--- src/rtl/magnitude_pkg.sv ---
// Shared types and helpers for the streaming magnitude / peak-window block.
package magnitude_pkg;

   typedef enum logic {
      IDLE  = 1'b0,
      ACCUM = 1'b1
   } state_e;

   localparam int unsigned MAX_HELPER_WIDTH = 64;

   // All-ones value of the given width: the saturated magnitude.
   function automatic logic [MAX_HELPER_WIDTH-1:0] sat_value(input int unsigned width);
      if (width >= MAX_HELPER_WIDTH) begin
         return '1;
      end
      return (MAX_HELPER_WIDTH'(1) << width) - MAX_HELPER_WIDTH'(1);
   endfunction

endpackage : magnitude_pkg

--- src/rtl/magnitude_peak_stream_abs_sat.sv ---
// Two's-complement to unsigned magnitude; the most-negative input saturates
// to all ones instead of wrapping to zero.
module abs_sat
   import magnitude_pkg::*;
#(
   parameter int unsigned DATA_WIDTH = 17
) (
   input  logic [DATA_WIDTH-1:0] data_i,
   output logic [DATA_WIDTH-2:0] mag_c_o,
   output logic                  sat_c_o
);

   localparam int unsigned MAG_W = DATA_WIDTH - 1;
   localparam logic [MAG_W-1:0] SAT_MAG = MAG_W'(sat_value(MAG_W));

   logic             neg;
   logic [MAG_W-1:0] low;
   logic [MAG_W-1:0] neg_val;

   assign neg     = data_i[DATA_WIDTH-1];
   assign low     = data_i[MAG_W-1:0];
   assign neg_val = (~low) + MAG_W'(1);
   assign sat_c_o = neg && (low == '0);
   assign mag_c_o = sat_c_o ? SAT_MAG : (neg ? neg_val : low);

endmodule : abs_sat

--- src/rtl/magnitude_peak_stream.sv ---
// Registered magnitude stage behind a valid/ready handshake, plus a
// peak-magnitude tracker over fixed windows of accepted samples.
module magnitude_peak_stream
   import magnitude_pkg::*;
#(
   parameter int unsigned DATA_WIDTH = 17,
   parameter int unsigned WINDOW_LEN = 16
) (
   input  logic                  clk,
   input  logic                  n_rst,
   input  logic                  clear,
   input  logic                  in_valid,
   input  logic [DATA_WIDTH-1:0] in_data,
   output logic                  in_ready,
   output logic                  out_valid,
   input  logic                  out_ready,
   output logic [DATA_WIDTH-2:0] out_mag,
   output logic                  peak_valid,
   output logic [DATA_WIDTH-2:0] peak_mag,
   output logic                  sat_flag
);

   localparam int unsigned MAG_W     = DATA_WIDTH - 1;
   localparam int unsigned CNT_WIDTH = $clog2(WINDOW_LEN);
   localparam logic [CNT_WIDTH-1:0] CNT_LAST = CNT_WIDTH'(WINDOW_LEN - 1);

   logic [MAG_W-1:0]     mag;
   logic                 sat;
   logic                 accept;
   logic [MAG_W-1:0]     peak_cand;

   state_e               state_q,      state_d;
   logic                 out_valid_q,  out_valid_d;
   logic [MAG_W-1:0]     out_mag_q,    out_mag_d;
   logic                 peak_valid_q, peak_valid_d;
   logic [MAG_W-1:0]     peak_mag_q,   peak_mag_d;
   logic                 sat_q,        sat_d;
   logic [CNT_WIDTH-1:0] cnt_q,        cnt_d;
   logic [MAG_W-1:0]     run_peak_q,   run_peak_d;

   abs_sat #(
      .DATA_WIDTH (DATA_WIDTH)
   ) u_abs_sat (
      .data_i  (in_data),
      .mag_c_o (mag),
      .sat_c_o (sat)
   );

   // Ready passes straight through from downstream so the stage never bubbles.
   assign in_ready  = !clear && (!out_valid_q || out_ready);
   assign accept    = in_valid && in_ready;
   assign peak_cand = (state_q == IDLE) ? mag :
                      ((run_peak_q > mag) ? run_peak_q : mag);

   always_comb begin
      state_d      = state_q;
      out_valid_d  = out_valid_q;
      out_mag_d    = out_mag_q;
      peak_valid_d = 1'b0;
      peak_mag_d   = peak_mag_q;
      sat_d        = sat_q;
      cnt_d        = cnt_q;
      run_peak_d   = run_peak_q;

      if (clear) begin
         state_d     = IDLE;
         out_valid_d = 1'b0;
         sat_d       = 1'b0;
         cnt_d       = '0;
         run_peak_d  = '0;
      end else begin
         if (accept) begin
            out_valid_d = 1'b1;
            out_mag_d   = mag;
            if (sat) begin
               sat_d = 1'b1;
            end
         end else if (out_ready) begin
            out_valid_d = 1'b0;
         end

         // Window closes on the accept that completes WINDOW_LEN samples.
         if (accept) begin
            if (cnt_q == CNT_LAST) begin
               peak_valid_d = 1'b1;
               peak_mag_d   = peak_cand;
               cnt_d        = '0;
               run_peak_d   = '0;
               state_d      = IDLE;
            end else begin
               cnt_d      = cnt_q + CNT_WIDTH'(1);
               run_peak_d = peak_cand;
               state_d    = ACCUM;
            end
         end
      end
   end

   always_ff @(posedge clk or negedge n_rst) begin
      if (!n_rst) begin
         state_q      <= IDLE;
         out_valid_q  <= 1'b0;
         out_mag_q    <= '0;
         peak_valid_q <= 1'b0;
         peak_mag_q   <= '0;
         sat_q        <= 1'b0;
         cnt_q        <= '0;
         run_peak_q   <= '0;
      end else begin
         state_q      <= state_d;
         out_valid_q  <= out_valid_d;
         out_mag_q    <= out_mag_d;
         peak_valid_q <= peak_valid_d;
         peak_mag_q   <= peak_mag_d;
         sat_q        <= sat_d;
         cnt_q        <= cnt_d;
         run_peak_q   <= run_peak_d;
      end
   end

   assign out_valid  = out_valid_q;
   assign out_mag    = out_mag_q;
   assign peak_valid = peak_valid_q;
   assign peak_mag   = peak_mag_q;
   assign sat_flag   = sat_q;

endmodule : magnitude_peak_stream

--- config.mk ---
export PLATFORM = sky130hd
export DESIGN_NAME = magnitude_peak_stream
export DESIGN_NICKNAME = d
export VERILOG_FILES = /design/src/rtl/magnitude_pkg.sv /design/src/rtl/magnitude_peak_stream_abs_sat.sv /design/src/rtl/magnitude_peak_stream.sv
export SDC_FILE = /design/constraint.sdc
export NUM_CORES = 1
export LEC_CHECK = 0
export ABC_AREA = 1
export BUFFER_PORTS_ARGS = -buffer_cell sky130_fd_sc_hd__buf_2
export CORE_ASPECT_RATIO = 0.5
export CORE_MARGIN = 2
export CORE_UTILIZATION = 36
export CTS_CLUSTER_SIZE = 24
export DETAILED_ROUTE_END_ITERATION = 10
export PLACE_DENSITY = 0.61
export SYNTH_ARGS = -nofsm -noshare
export SYNTH_HDL_FRONTEND = slang
export SYNTH_HIERARCHICAL = 1
export SYNTH_SLANG_ARGS = --single-unit
--- constraint.sdc ---
create_clock -name clk -period 2.3 [get_ports clk]
set_input_delay 0.69 -clock clk [delete_from_list [all_inputs] [get_ports clk]]
set_output_delay 0.69 -clock clk [all_outputs]
set_load 0.05 [all_outputs]
==> reports/qor.csv <==
stage,metric,value,unit
global_route,use_met2,35.1,%
job,cap_violations,0,
sta,fin_crit,2.81,ns
power_and_ir_drop,switchingPower,1.11,mW
outcome,status,"complete, but fails checks",
power_and_ir_drop,p_sw_share,37.5,%
placement,gp_congestion,0.883,
sta,relSlewSlack,75.0,%
sta,rsz0062_at_grt,yes,
final_layout,post-route-util,55.2,%
floorplan,core,9350,um^2
final_layout,layout_common_cells,"nand2_1 (134), buf_4 (63), dfrtp_1 (56)",
sta,finalMaxSlewViolations,0,
global_route,grt_overflow_total,0,
power_and_ir_drop,seq_power_share,38.7,%
yosys,ys_seq_elements,56,
clock_tree,cts_buffers,5,
final_layout,syn_to_final_growth,50.6,%
final_layout,fin_nets,633,
clock_tree,cts-root-buf,clkbuf_16,
setup_path,cpMostUsedCell,inv_2,
outcome,failed_checks,setup timing,
power_and_ir_drop,powerDensity,572,nW/um^2
global_route,grt_use_met1,26.4,%
yosys,yosys-top-cells-area,"dfrtp_1 (41%), nand2_1 (17%), nand3_1 (9.6%)",
drt,vias_per_cell,4.69,
yosys,synth_top_area_share,40.9,%
power_and_ir_drop,clock_power_share,26.3,%
floorplan,start_util,36.6,%
power_and_ir_drop,p_int,1.85,mW
floorplan,fp-row-count,25,
global_route,grt-busiest-layer,met2,
drt,wl_per_cell,13.6,um
setup_path,path_cells,buf_6 > inv_4 > ha_4 > nand3_4 > inv_2 > nand3b_1 > inv_2 > nand2_8 > buf_8 > nand3_2 > inv_2 > ha_4 > nand2_4 > nor2_4 > nand4_1 > nor2_2 > nor2_4 > buf_6 > nand2_8 > nand2_2 > nand3_2 > nand2_1,
clock_tree,cts_tree,yes,
sta,min_period_over_period,122,%
drt,via_count,3353,
drt,drt_pass1_iterations,4,
clock_tree,clk_path_buf_depth,2,
power_and_ir_drop,irDropWorstVdd,0.000294,V
global_route,grt_pass1_wl,16300,um
setup_path,crit_arrival,3.00,ns
global_route,grt_max_degree,33,
sta,finalSetupViolCount,32,
sta,finalSetupTns,-15.50,ns
global_route,grt_pass1_vias,3297,
placement,io_buffers,57,
drt,drc,0,
clock_tree,clock_insertion_delay_worst_skew,0.30,ns
floorplan,dieWidth,142,um
yosys,yosysUniqueCellTypes,29,
setup_path,cp_slowest_cell,ha_4,
yosys,syn_avg_cell_area,7.32,um^2
global_route,grtUsageMet3,3.81,%
global_route,antenna_found_initial,0,
final_layout,diodes,0,
setup_path,crit_buf_inv,7,
sta,worst_hold_slack,0.304,ns
sta,fmax,356,MHz
clock_tree,h-tree-depth,2,
setup_path,critical_path_required,2.49,ns
setup_path,slowest_delay,0.27,ns
sta,fin_skew,0.00762,ns
drt,drt_iter0_markers,255,
sta,worst_slack,-0.507,ns
yosys,synth_nets,508,
setup_path,cp_max_fo,8,
setup_path,cp-end-kind,flip-flop,
floorplan,die_area,10400,um^2
setup_path,critical_path_class,in2reg,
yosys,netlist.top_cell.by_area,dfrtp_1,
floorplan,die_y,73.0,um
sta,hold_viol,0,
clock_tree,cts.clk_slew.worst_paths,0.07,ns
power_and_ir_drop,comb_power_share,35.0,%
global_route,track_usage,19.9,%
yosys,synth_area,3430,um^2
final_layout,layout_commonest_cell,nand2_1,
power_and_ir_drop,p_leak,2.70,nW
final_layout,drive_above_1_share,43.1,%
setup_path,start_kind,input pin,
worst_hold_path,hold_path_class,in2async,
floorplan,ios,58,
drt,ant_nets,0,
drt,routed_wl,9740,um
clock_tree,clock_sinks,56,
clock_tree,hold_buffers,0,
placement,hpwl,6620,um
setup_path,crit_family,simple AND/OR/NAND/NOR gates,
yosys,syn_inst,468,
yosys,yosysSeqAreaShare,40.9,%
sta,worstMarginPinSlew,0.375,ns
yosys,ys_warn_count,6,
==> power groups by stage <==
stage	Sequential (mW)	Clock, mW	Combinational (mW)
floorplan	1.34	0	0.373
global placement	1.16	0	0.846
detailed placement	1.16	0	0.855
CTS	1.14	0.808	0.983
global route	1.15	0.837	1.13
finish	1.14	0.775	1.03
==> sequential cells by signal (all words and copies together), names as in the netlist <==
register	cells
peak_mag	16
peak_valid	1
state_q	1
sat_flag	1
out_valid	1
cnt_q	4
run_peak_q	16
out_mag	16
==> worst paths after layout <==
path,from,endpoint,slack [ns],cells past startpoint
worst min register to register,peak_mag[9],peak_mag[9],0.47,2
worst min-delay path,n_rst,cnt_q[3],0.30,1
min in group clk,peak_mag[9],peak_mag[9],0.47,2
worst max register to register,run_peak_q[5],peak_mag[13],0.38,11
worst max-delay path,in_data[1],peak_mag[13],-0.51,22
max in group asynchronous,n_rst,out_mag[13],1.45,2
==> cell families (layout without fill, tap and decap cells) <==
logic type,after synthesis,after routing,share of synthesized area [%]
flops,56,56,40.9
buf+inv,80,205,10.3
fa+ha+maj,18,18,6.57
simple gates,274,275,35.7
compound gates,37,37,5.70
xor+xnor,3,3,0.767
==> final cells by class <==
type	instances	area (um^2)
clock inverters	3	23.8
multi-input cells	333	2250
repair buffers	130	946
well taps	121	151
flip-flops and latches	56	1400
clock buffers	5	125
inverters	67	262
fillers	830	4190
==> what timing repair did <==
action                     CTS  global route
gates resized for setup     70            33
gates cloned                 2             0
setup endpoints to repair   32            32
setup buffers               14             4
pin swaps                   54            14
==> stage by stage <==
| step | cell area [um^2] | instances | setup slack, ns | power, mW |
|---|---|---|---|---|
| floorplan | 3580 | 468 | -0.472 | 1.71 |
| global placement | 4370 | 689 | -0.862 | 2.00 |
| detailed placement | 4370 | 689 | -0.897 | 2.01 |
| CTS | 5020 | 713 | -0.484 | 2.93 |
| global route | 5160 | 715 | -0.680 | 3.12 |
| finish | 5160 | 715 | -0.507 | 2.95 |
==> per-layer routing <==
metal / vias to the layer above / share of wire, %
li1: 1727 / -
met1: 1580 / 47
met3: 4 / 3.3
met5: - / 0
met4: 0 / 0.49
met2: 42 / 49
==> cell usage after synthesis, drive strengths merged <==
| library cell | n |
|---|---|
| a21o | 1 |
| a21oi | 10 |
| a22o | 1 |
| buf | 11 |
| clkbuf | 2 |
| dfrtp | 56 |
| ha | 18 |
| inv | 67 |
| nand2 | 165 |
| nand3 | 70 |
| nand3b | 2 |
| nand4 | 1 |
| nor2 | 33 |
| nor3 | 1 |
| o21ai | 24 |
| o32ai | 1 |
| or2 | 2 |
| xor2 | 3 |
No activity file was read; power rests on OpenSTA's default activity.
